--- src/rtl/dmem_arbiter.sv ---
// dmem_arbiter: core/loader arbiter in front of one single-port data memory.
// Round-robin on ties, with a bounded burst lock for the loader port.
module dmem_arbiter #(
  parameter int MAX_LOCK = 8
) (
  input  logic        Clk,
  input  logic        Rst,
  input  logic        p0_req,
  input  logic        p0_we,
  input  logic [31:0] p0_addr,
  input  logic [31:0] p0_wdata,
  output logic        p0_gnt,
  output logic        p0_rvalid,
  output logic [31:0] p0_rdata,
  input  logic        p1_req,
  input  logic        p1_we,
  input  logic        p1_lock,
  input  logic [31:0] p1_addr,
  input  logic [31:0] p1_wdata,
  output logic        p1_gnt,
  output logic        p1_rvalid,
  output logic [31:0] p1_rdata,
  output logic [31:0] m_addr,
  output logic [31:0] m_wdata,
  output logic        m_read,
  output logic        m_write,
  input  logic [31:0] m_rdata,
  output logic        stall
);

  localparam int LW = $clog2(MAX_LOCK + 1);
  localparam logic [LW-1:0] LMAX = LW'(MAX_LOCK);

  logic          lp_q, lp_d;
  logic          p1_last_q, p1_last_d;
  logic [LW-1:0] lcnt_q, lcnt_d;
  logic          p0_rv_q, p0_rv_d;
  logic          p1_rv_q, p1_rv_d;
  logic          lock_on, starve;
  logic          g0, g1;

  always_comb begin
    lock_on = p1_last_q & p1_req & p1_lock
            & (lcnt_q < LMAX);
    starve  = p0_req & (lcnt_q == LMAX);
    g0 = 1'b0;
    g1 = 1'b0;
    // Nothing is granted while reset is held.
    if (Rst) begin
      if (p0_req & p1_req) begin
        if (starve)       g0 = 1'b1;
        else if (lock_on) g1 = 1'b1;
        else if (lp_q)    g0 = 1'b1;
        else              g1 = 1'b1;
      end else begin
        g0 = p0_req;
        g1 = p1_req;
      end
    end
  end

  always_comb begin
    m_addr  = '0;
    m_wdata = '0;
    m_read  = 1'b0;
    m_write = 1'b0;
    unique case (1'b1)
      g0: begin
        m_addr  = p0_addr;
        m_wdata = p0_wdata;
        m_read  = ~p0_we;
        m_write = p0_we;
      end
      g1: begin
        m_addr  = p1_addr;
        m_wdata = p1_wdata;
        m_read  = ~p1_we;
        m_write = p1_we;
      end
      default: ;
    endcase
  end

  always_comb begin
    lp_d = lp_q;
    if (g0)      lp_d = 1'b0;
    else if (g1) lp_d = 1'b1;
    p1_last_d = g1;
    lcnt_d = lcnt_q;
    if (g0 | ~p1_lock | ~p1_req)
      lcnt_d = '0;
    else if (g1 & p0_req & (lcnt_q < LMAX))
      lcnt_d = lcnt_q + LW'(1);
    p0_rv_d = g0 & ~p0_we;
    p1_rv_d = g1 & ~p1_we;
  end

  always_ff @(posedge Clk or negedge Rst) begin
    if (!Rst) begin
      lp_q      <= 1'b1;
      p1_last_q <= 1'b0;
      lcnt_q    <= '0;
      p0_rv_q   <= 1'b0;
      p1_rv_q   <= 1'b0;
    end else begin
      lp_q      <= lp_d;
      p1_last_q <= p1_last_d;
      lcnt_q    <= lcnt_d;
      p0_rv_q   <= p0_rv_d;
      p1_rv_q   <= p1_rv_d;
    end
  end

  assign p0_gnt    = g0;
  assign p1_gnt    = g1;
  assign p0_rvalid = p0_rv_q;
  assign p1_rvalid = p1_rv_q;
  assign p0_rdata  = p0_rv_q ? m_rdata : '0;
  assign p1_rdata  = p1_rv_q ? m_rdata : '0;
  assign stall     = Rst & p0_req & ~g0;

endmodule

--- config.mk ---
export PLATFORM = sky130hd
export DESIGN_NAME = dmem_arbiter
export DESIGN_NICKNAME = d
export VERILOG_FILES = /design/src/rtl/dmem_arbiter.sv
export SDC_FILE = /design/constraint.sdc
export NUM_CORES = 1
export LEC_CHECK = 0
export ABC_AREA = 0
export BUFFER_PORTS_ARGS = -buffer_cell sky130_fd_sc_hd__buf_2
export CAP_MARGIN = 20
export CORE_AREA = 2 2 117 119
export DETAILED_ROUTE_END_ITERATION = 7
export DIE_AREA = 0 0 119 121
export PLACE_DENSITY = 0.44
export SETUP_SLACK_MARGIN = 0.05
export SLEW_MARGIN = 10
export SYNTH_ARGS = -nofsm -noshare
export SYNTH_HDL_FRONTEND = slang
export SYNTH_SLANG_ARGS = --single-unit
--- constraint.sdc ---
create_clock -name Clk -period 2.1 [get_ports Clk]
set_input_delay 0.21 -clock Clk [delete_from_list [all_inputs] [get_ports Clk]]
set_output_delay 0.21 -clock Clk [all_outputs]
set_load 0.1 [all_outputs]
==> summary.txt, run 1 <==
Placed design
  • DP Area: about 5000 um^2
  • Hpwl dp: 9410 um
  • GPL Wtd Cong: roughly 0.8
  • PortBufs: between 300 and 400

Hold path
  • Hold Crit Class: primary input to register

Final layout
  • Syn-to-layout area delta: 240%
  • Share of layout cells above drive strength 1: between 90% and 100%
  • Most frequent cells in the layout: buf_2 (232), buf_12 (74), a22o_4 (65)
  • Most common cell after layout, fill and taps aside: buf_2
  • Ant diodes: 0
  • Non-Filler Cell Area, Final: 5280 um^2
  • NumNets Final: just under 700

Yosys
  • Mapped Cells: between 150 and 200
  • Sequential fraction of the synthesis area: around an eighth
  • Share of flip-flops with an asynchronous set or reset: between 90% and 100%
  • Top_reg_cell synth: dfrtp_1
  • YS warnings: 0
  • Mapped Area: roughly 1600 um^2
  • Post-Syn Area per Cell: roughly 8 um^2
  • Post-synth EDFFs: 0
  • Count of different cell masters after synthesis: 27
  • Syn_nets: about 360
  • #FFs+latches synth: 8

Drt
  • Wirelength, routed: roughly 11000 um
  • Drt wl/cell: about 16 um
  • Routed Antenna Nets: 0
  • Drt first pass iters: 4
  • Via count: 2839
  • Vias per std cell: 4.18
  • DRT iter0 DRCs: 56
  • Residual DRC: 0

Clocking
  • Reg clk slew, reported paths: roughly 0.040 ns
  • Worst-Skew Late Latency: ~0.24 ns
  • Number of H-tree levels: 1
  • CTS tree: done
  • Root buffer cell: clkbuf_16
  • Clk sinks: 8
  • CTS Buf Count: 3
  • Clock Tree Buf Depth: 2

Timing
  • RSZ-0062 raised after global routing: true
  • WHS: 0.191 ns
  • # setup viols final: 66
  • Setup TNS: -5.82 ns
  • Slew at the pin closest to its max-slew limit: roughly 0.51 ns
  • Clock skew: about 0.0032 ns
  • Final worst setup slack: -0.114 ns
  • Final min period: around 2.2 ns
  • Pins Over Slew Limit: 0
  • Highest clock rate: between 400 and 500 MHz
  • Slew HR: around 66%
  • Period utilization: 105%
  • Hold Violations, Final: 0

Die
  • Die W: ~120 um
  • Initial core utilization: 11.9%
  • Row Count: 42
  • Die area: between 10000 and 15000 um^2
  • Die Ht: between 100 and 150 um
  • IO Pins: roughly 300
  • Core footprint: 13100 um^2

Setup path
  • CP Capture Type: output pin
  • Slowest stage cell, crit path: dfrtp_1
  • Crit Path Max Fanout: 18
  • Critical path class: register to output pin
  • CP most frequent cell: buf_12
  • Critical path cell sequence: inv_1 -> ha_2 -> nand4b_1 -> nand3_2 -> a31oi_4 -> buf_12 -> buf_16 -> a22o_4 -> buf_12
  • Worst path required time: around 1.9 ns
  • Crit path largest cell delay: roughly 0.38 ns
  • CP Launch Type: register
  • Worst EP arrival: 2.00 ns

Global routing
  • First-pass GRT wire length: ~16000 um
  • Initial antenna violation count: 0
  • Aggregate global routing overflow: 0
  • GRT Util Overall: ~14%
  • Vias in the first global route: just over 3000
  • Largest net degree at the start of global routing: 34

Flow run
  • Max Cap Violations: 0

Power
  • Power per standard cell area: about 530 nW/um^2
  • Power Total: 2.78 mW
  • Worst vdd ir: 0.272 mV
  • Leakage: between 2 and 3 nW

Status
  • Status: finished, violations left
  • Failing checks: negative setup slack
layer usage:
| metal | track usage (%) | part of all wire [%] |
|---|---|---|
| met4 | 2.75 | 1.2 |
| met5 | 0 | 0 |
| met2 | 27.3 | 54 |
| met3 | 4.18 | 10 |
| met1 | 15.2 | 34 |
per-stage QoR:
stage          std cells  utilization (%)  setup WS, ns
2_1_floorplan        192                -        -0.111
3_3_place_gp         668             38.2         0.108
3_5_place_dp         668             38.2        0.0717
4_1_cts              679             40.1       -0.0862
5_1_grt              679             40.3        -0.209
6_report             679             40.3        -0.114
synthesized netlist by cell type, types with 2 or more instances:
cell type | n | area [um^2]
nor2_1 | 5 | 18.8
xnor2_1 | 2 | 17.5
nand3_1 | 2 | 10.0
a211oi_1 | 2 | 15.0
nand2_1 | 2 | 7.51
ha_1 | 2 | 25.0
clkbuf_1 | 10 | 37.5
dfrtp_1 | 7 | 175
a22o_1 | 65 | 569
nand4b_1 | 2 | 17.5
inv_1 | 4 | 15.0
buf_6 | 5 | 56.3
buf_2 | 4 | 20.0
and2_1 | 65 | 407
buf_4 | 2 | 15.0
a21oi_1 | 2 | 10.0
critical path: cells and delay by family (launching register included):
| kind | cells | cell delay [ns] |
|---|---|---|
| buffers and inverters | 4 | 0.56 |
| DFF | 1 | 0.38 |
| and+or+nand+nor | 2 | 0.33 |
| adders and majority gates | 1 | 0.17 |
| AOI/OAI and AO/OA | 2 | 0.32 |
power by group:
| part | switching [mW] | leakage [nW] | internal [mW] | total (mW) |
|---|---|---|---|---|
| logic | 1.44 | 2.68 | 0.829 | 2.27 |
| clock network | 0.0872 | 0.0382 | 0.254 | 0.341 |
| registers | 0.00373 | 0.107 | 0.165 | 0.169 |
| total | 1.53 | 2.82 | 1.25 | 2.78 |
final cells by class:
type / count / area [um^2]
repair buffers: 328 / 2860
well taps: 176 / 220
inverters: 5 / 31.3
flip-flops and latches: 8 / 201
clock buffers: 4 / 78.8
multi-input cells: 158 / 1880
fillers: 1269 / 7810
cell families (layout without fill, tap and decap cells):
logic type                 count (synthesis)  after routing  share of synthesized area (%)
xor gates and xnor gates                   2              2                           1.13
muxes                                      1              1                          0.645
AOI/OAI and AO/OA                         75             75                           42.3
DFF                                        8              8                           13.0
and+or+nand+nor                           78             78                           31.8
buffers and inverters                     26            337                           9.51
adders and majority gates                  2              2                           1.61
sequential cells by signal, summed over array words and instances, names as in the netlist:
signal	cells
p0_rvalid	1
p1_last_q	1
p1_rvalid	1
lcnt_q	4
lp_q	1
path summary, 6_finish.rpt:
kind                                  end       from  cells past startpoint  slack (ns)
max in group asynchronous       p1_last_q        Rst                      3        1.47
min in group asynchronous       lcnt_q[2]        Rst                      2        0.39
worst max-delay path            m_addr[6]  lcnt_q[0]                      9       -0.11
worst min register to register  lcnt_q[2]  lcnt_q[2]                      2        0.60
worst max register to register  p1_rvalid  lcnt_q[0]                      8        0.54
worst min-delay path            p0_rvalid      p0_we                      2        0.19
repair_timing:
action	CTS	global route
buffers inserted	4	0
resized for setup	14	7
pin swaps	2	2
hold buffers	2	0
setup endpoints to repair	68	69
endpoints found under the hold margin	3	0
cloned	1	0
No activity file was read; power rests on OpenSTA's default activity.
==> run 2, diff against run 1 <==
--- a/config.mk
+++ b/config.mk
@@ -9,6 +9,7 @@
 export BUFFER_PORTS_ARGS = -buffer_cell sky130_fd_sc_hd__buf_2
 export CAP_MARGIN = 20
 export CORE_AREA = 2 2 117 119
+export CTS_BUF_LIST = sky130_fd_sc_hd__clkbuf_4 sky130_fd_sc_hd__clkbuf_8
 export DETAILED_ROUTE_END_ITERATION = 7
 export DIE_AREA = 0 0 119 121
 export PLACE_DENSITY = 0.44
==> run 2 against run 1 <==
  * The run still ends with negative setup slack left
  * Count of clock-buffer cells in the layout did not move
  * Critical path depth did not move
  * First-iteration DRC count fell by 11%
  * Sequential share of layout area barely moved
  * Utilization fell by 0.21 points
  * Flip-flop and latch count did not move
  * Combinational power barely moved
  * Maximum frequency rose by 0.62%
  * Cell area fell by 0.52%
  * Clock skew rose by 0.00051 ns
  * Largest power group unchanged
==> summary.txt, run 2 (synthesis results as in run 1) <==
Power
  • Reg power frac: 6.3% (+0.2 points)
  • Clock power share: 8.1% (-4.2 points)
  • Power per standard cell area: 505 nW/um^2 (-4.1%)
  • Sw frac: 57.1% (+2.0 points)
  • Sw power: 1.52 mW (-1.2%)
  • Comb pwr share: 85.5% (+3.8 points)
  • Worst vdd ir: 0.272 mV (about the same)
  • Leakage: 2.81 nW (-0.28%)
  • Int Power: 1.14 mW (-8.9%)

Final layout
  • Largest register FFs: 4 (unchanged)
  • Ant diodes: 0 (unchanged)
  • Share of layout cells above drive strength 1: 92.3% (+0.21 points)
  • Filler cells: 1275 (+0.47%)
  • Syn-to-layout area delta: 238%
  • Top reg by flops: lcnt_q
  • Most frequent cells in the layout: buf_2 (232), buf_12 (73), a22o_4 (65)
  • NumNets Final: 674 (+0.15%)
  • Non-Filler Cell Area, Final: 5250 um^2 (-0.52%)
  • Most common cell after layout, fill and taps aside: buf_2
  • Final Non-Filler Cells: 680 (+0.15%)

Clocking
  • Number of H-tree levels: 1 (unchanged)
  • Clk sinks: 8 (unchanged)
  • Reg clk slew, reported paths: 0.05 ns (about the same)
  • CTS Buf Count: 3 (unchanged)
  • Root buffer cell: clkbuf_8
  • Clock Tree Buf Depth: 2 (unchanged)
  • Worst-Skew Late Latency: 0.23 ns (about the same)
  • CTS tree: done

Placed design
  • DP Area: 5000 um^2 (unchanged)
  • Placed Cells: 668 (unchanged)
  • GPL Wtd Cong: 0.802 (unchanged)
  • Hpwl dp: 9410 um (unchanged)
  • DP Worst Slack: 0.0717 ns (unchanged)
  • PortBufs: 301 (unchanged)

Timing
  • Final min period: 2.20 ns (-0.0136 ns)
  • Slew HR: 66.5% (about the same)
  • RSZ-0062 raised after global routing: true
  • # setup viols final: 66 (unchanged)
  • Setup TNS: -5.09 ns (+0.725 ns)
  • Final worst setup slack: -0.100 ns (+0.0136 ns)
  • WHS: 0.195 ns (+0.00410 ns)
  • Hold Violations, Final: 0 (unchanged)
  • Highest clock rate: 455 MHz (+0.62%)
  • Clock skew: 0.00373 ns (+0.000512 ns)
  • Pins Over Slew Limit: 0 (unchanged)
  • Slew at the pin closest to its max-slew limit: 0.507 ns (+0.0000739 ns)
  • Period utilization: 105% (-0.65 points)

Flow run
  • Max Cap Violations: 0 (unchanged)

Setup path
  • Critical path class: register to output pin
  • Critical path cell sequence: inv_1 -> ha_2 -> nand4b_1 -> nand3_2 -> a31oi_4 -> buf_12 -> buf_16 -> a22o_4 -> buf_12
  • CP most frequent cell: buf_12
  • Slowest stage cell, crit path: dfrtp_1
  • Worst path required time: 1.89 ns (about the same)
  • Worst EP arrival: 1.99 ns (about the same)
  • Crit path largest cell delay: 0.38 ns (about the same)
  • Crit Path Max Fanout: 18 (unchanged)
  • CP Capture Type: output pin
  • CP Launch Type: register

Drt
  • Drt first pass iters: 4 (unchanged)
  • Drt wl/cell: 16.0 um (-0.78%)
  • Residual DRC: 0 (unchanged)
  • Via count: 2808 (-1.1%)
  • Vias per std cell: 4.13 (-1.2%)
  • DRT iter0 DRCs: 50 (-11%)
  • Wirelength, routed: 10900 um (-0.63%)
  • Routed Antenna Nets: 0 (unchanged)

Global routing
  • Largest net degree at the start of global routing: 34 (unchanged)
  • GRT Util Overall: 14.1% (-0.090 points)
  • Initial antenna violation count: 0 (unchanged)
  • Aggregate global routing overflow: 0 (unchanged)
  • Vias in the first global route: 3044 (+0.33%)
  • First-pass GRT wire length: 16200 um (-0.38%)

Die
  • Core footprint: 13100 um^2 (unchanged)
  • Row Count: 42 (unchanged)
  • IO Pins: 302 (unchanged)
  • Die W: 119 um (unchanged)
  • Die Ht: 121 um (unchanged)
  • Die area: 14400 um^2 (unchanged)
  • Initial core utilization: 11.9% (unchanged)

Hold path
  • Hold Crit Class: primary input to register

Status
  • Failing checks: negative setup slack
  • Status: finished, violations left
[run 2: changes by cell type in the layout (fill, tap and decap cells not counted), sizes merged]
cell | previous run | this run
buf | 326 | 327
[run 2: layout make-up]
type	instances	area [um^2]	share of cell area (%)
Multi-Input combinational cell	158	1880	35.9
Sequential cell	8	201	3.84
Timing Repair Buffer	329	2860	54.6
Inverter	5	31.3	0.596
Tap cell	176	220	4.20
Clock buffer	4	48.8	0.930
[run 2: power groups by stage]
| stage | logic (mW) | clock network [mW] | registers, mW |
|---|---|---|---|
| final | 2.27 | 0.215 | 0.168 |
| after global routing | 2.34 | 0.228 | 0.170 |
| after CTS | 2.29 | 0.217 | 0.168 |
| after detailed placement | 2.23 | 0 | 0.171 |
| after global placement | 2.23 | 0 | 0.171 |
| after floorplan | 1.43 | 0 | 0.183 |
[run 2: repair_timing]
item                                   CTS  global route
setup endpoints to repair               68            69
setup buffers                            4             1
resized for setup                       14             5
endpoints found under the hold margin    3             0
cloned                                   1             0
pin swaps                                2             2
hold buffers                             2             0
[run 2: worst paths after layout]
path	startpoint	cells after the start	endpoint	slack, ns
worst max-delay path	lcnt_q[0]	9	m_addr[6]	-0.10
worst min-delay path	p0_we	2	p0_rvalid	0.20
worst max register to register	lcnt_q[0]	8	p1_rvalid	0.55
worst min register to register	lcnt_q[2]	2	lcnt_q[2]	0.60
max in group asynchronous	Rst	3	p1_last_q	1.45
min in group asynchronous	Rst	2	lcnt_q[2]	0.39
[run 2: metal layers]
metal	vias to the layer above	GRT usage, %	part of all wire (%)
li1	1339	-	-
met1	1272	15.1	35
met2	187	27.3	54
met3	10	4.14	10
met4	0	2.53	1.4
met5	-	0	0
[run 2: per-stage QoR]
| step | total power, mW | utilization, % |
|---|---|---|
| floorplan | 1.61 | - |
| global placement | 2.40 | 38.2 |
| detailed placement | 2.40 | 38.2 |
| CTS | 2.67 | 39.9 |
| global route | 2.74 | 40.1 |
| finish | 2.65 | 40.1 |
[run 2: critical path, delay by kind of cell (launching register included)]
kind                     cells  cell delay [ns]
flip-flops                   1             0.38
AO/OA/AOI/OAI                2             0.32
AND/OR/NAND/NOR              2             0.33
buffers and inverters        4             0.56
adder cells (fa/ha/maj)      1             0.16
==> run 3, diff against run 2 <==
==> constraint.sdc (replaced) <==
create_clock -name Clk -period 2.1 [get_ports Clk]
set_input_delay 0.21 -clock Clk [delete_from_list [all_inputs] [get_ports Clk]]
set_output_delay 0.21 -clock Clk [all_outputs]
set_load 0.005 [all_outputs]
==> run 3 against run 2 <==
  * The run now ends clean
  * Non-clock buffer count did not move
  * Flip-flop and latch count did not move
  * Clock skew rose by 0.0012 ns
  * Register-to-register slack got worse by 0.09 ns
  * Worst setup slack improved by 0.12 ns
  * Sequential share of layout area rose by 1.6 points
  * Maximum frequency rose by 5.9%
  * Critical path depth fell by 1
  * Critical path type unchanged
==> summary.txt, run 3 (synthesis results as in run 1) <==
Status
  • Status: finished clean

Timing
  • WHS: 0.219 ns (+0.0232 ns)
  • Slew HR: 49.4% (-17 points)
  • RSZ-0062 raised after global routing: true
  • Highest clock rate: 482 MHz (+5.9%)
  • Clock skew: 0.00491 ns (+0.00118 ns)
  • Hold Violations, Final: 0 (unchanged)
  • Final min period: 2.08 ns (-0.124 ns)
  • Period utilization: 98.9% (-5.9 points)
  • # setup viols final: 0 (-100%)
  • Slew at the pin closest to its max-slew limit: 0.760 ns (+0.253 ns)
  • Pins Over Slew Limit: 0 (unchanged)

Drt
  • DRT iter0 DRCs: 40 (-20%)
  • Wirelength, routed: 10900 um (+0.11%)
  • Vias per std cell: 4.22 (+2.2%)
  • Drt first pass iters: 4 (unchanged)
  • Routed Antenna Nets: 0 (unchanged)
  • Via count: 2870 (+2.2%)
  • Drt wl/cell: 16.0 um (+0.11%)
  • Residual DRC: 0 (unchanged)

Global routing
  • Aggregate global routing overflow: 0 (unchanged)
  • Largest net degree at the start of global routing: 34 (unchanged)
  • Vias in the first global route: 2747 (-9.8%)
  • Initial antenna violation count: 0 (unchanged)
  • First-pass GRT wire length: 14300 um (-12%)
  • GRT Util Overall: 12.7% (-1.3 points)

Setup path
  • CP Capture Type: output pin
  • Critical path class: register to output pin
  • Crit Path Max Fanout: 16 (-2)
  • CP Launch Type: register
  • Worst EP arrival: 1.87 ns (-0.12 ns)
  • Worst path required time: 1.89 ns (about the same)

Placed design
  • Hpwl dp: 7480 um (-21%)
  • Placed Cells: 652 (-2.4%)
  • GPL Wtd Cong: 0.778 (-3.0%)
  • DP Area: 3210 um^2 (-36%)
  • PortBufs: 301 (unchanged)

Clocking
  • Number of H-tree levels: 1 (unchanged)
  • CTS Buf Count: 3 (unchanged)
  • Worst-Skew Late Latency: 0.22 ns (about the same)
  • Clock Tree Buf Depth: 2 (unchanged)
  • CTS tree: done
  • Clk sinks: 8 (unchanged)
  • Root buffer cell: clkbuf_8
  • Reg clk slew, reported paths: 0.04 ns (about the same)

Final layout
  • NumNets Final: 674 (unchanged)
  • Top reg by flops: lcnt_q
  • Largest register FFs: 4 (unchanged)
  • Syn-to-layout area delta: 138%
  • Ant diodes: 0 (unchanged)
  • Non-Filler Cell Area, Final: 3690 um^2 (-30%)
  • Most frequent cells in the layout: buf_2 (299), and2_1 (65), a22o_1 (63)
  • Most common cell after layout, fill and taps aside: buf_2
  • Final Non-Filler Cells: 680 (unchanged)
  • Share of layout cells above drive strength 1: 67.7% (-25 points)

Hold path
  • Hold Crit Class: primary input to register

Power
  • Leakage: 2.23 nW (-21%)
  • Power per standard cell area: 294 nW/um^2 (-42%)
  • Worst vdd ir: 0.183 mV (-33%)

Die
  • Die W: 119 um (unchanged)
  • Core footprint: 13100 um^2 (unchanged)
  • Initial core utilization: 11.9% (unchanged)
  • Die Ht: 121 um (unchanged)
  • Row Count: 42 (unchanged)
  • IO Pins: 302 (unchanged)
  • Die area: 14400 um^2 (unchanged)

Flow run
  • Max Cap Violations: 0 (unchanged)
-- run 3: cell count changes in the layout (fill, tap and decap cells not counted), moves of 7 or more --
cell / previous run / this run
and2_1: 5 / 65
a22o_4: 65 / 2
and2_2: 60 / 0
buf_12: 73 / 2
buf_4: 17 / 10
a22o_1: 0 / 63
buf_2: 232 / 299
-- run 3: path summary, 6_finish.rpt --
| kind | endpoint | slack (ns) | depth (start not counted) | start |
|---|---|---|---|---|
| setup / recovery | m_wdata[21] | 0.02 | 8 | lcnt_q[0] |
| hold / removal | p0_rvalid | 0.22 | 2 | p0_we |
| setup reg to reg | p1_rvalid | 0.46 | 9 | lcnt_q[0] |
| hold reg to reg | lp_q | 0.61 | 1 | lp_q |
| max in group asynchronous | lcnt_q[2] | 1.44 | 3 | Rst |
| min in group asynchronous | p1_last_q | 0.39 | 2 | Rst |
-- run 3: critical path, stage by stage, from the launching register on --
cell and delay [ns]:
dfrtp_1 0.37, inv_1 0.06, ha_2 0.17, nand4b_1 0.14
a31o_2 0.31, clkinv_4 0.13, clkbuf_16 0.21, a22o_1 0.14
buf_2 0.11
-- run 3: timing repair --
| action | in CTS | in global routing |
|---|---|---|
| resized for setup | 12 | 7 |
| hold buffers | 2 | 0 |
| gates cloned | 6 | 5 |
| pin swaps | 2 | 3 |
| buffers inserted | 7 | 4 |
| hold endpoints to repair | 3 | 0 |
| endpoints found under the setup margin | 66 | 67 |
-- run 3: metrics by stage --
| stage | setup slack (ns) | setup TNS, ns | power [mW] | util (%) |
|---|---|---|---|---|
| after CTS | 0.0154 | 0 | 1.05 | 26.9 |
| after floorplan | 0.368 | 0 | 0.416 | - |
| after global routing | -0.0549 | -1.92 | 1.16 | 28.2 |
| after detailed placement | 0.0728 | 0 | 0.747 | 24.5 |
| after global placement | 0.0686 | 0 | 0.745 | 24.5 |
| final | 0.0235 | 0 | 1.09 | 28.2 |
-- run 3: final cells by class --
| class | instances | area [um^2] |
|---|---|---|
| fill | 1422 | 9390 |
| timing repair buffer | 329 | 1960 |
| multi-input combinational | 158 | 1230 |
| tap | 176 | 220 |
| sequential | 8 | 201 |
| clock buffer | 4 | 48.8 |
| inverter | 5 | 23.8 |
-- run 3: per-layer routing --
layer	track usage, %	wire (um)	vias to the layer above
li1	-	-	1344
met1	14.0	4070	1322
met2	26.3	5930	198
met3	1.32	732	6
met4	2.23	132	0
met5	0	0	-
-- run 3: where the power goes --
| group | internal, mW | switching (mW) |
|---|---|---|
| Clock | 0.144 | 0.0583 |
| Sequential | 0.165 | 0.0172 |
| Combinational | 0.403 | 0.298 |
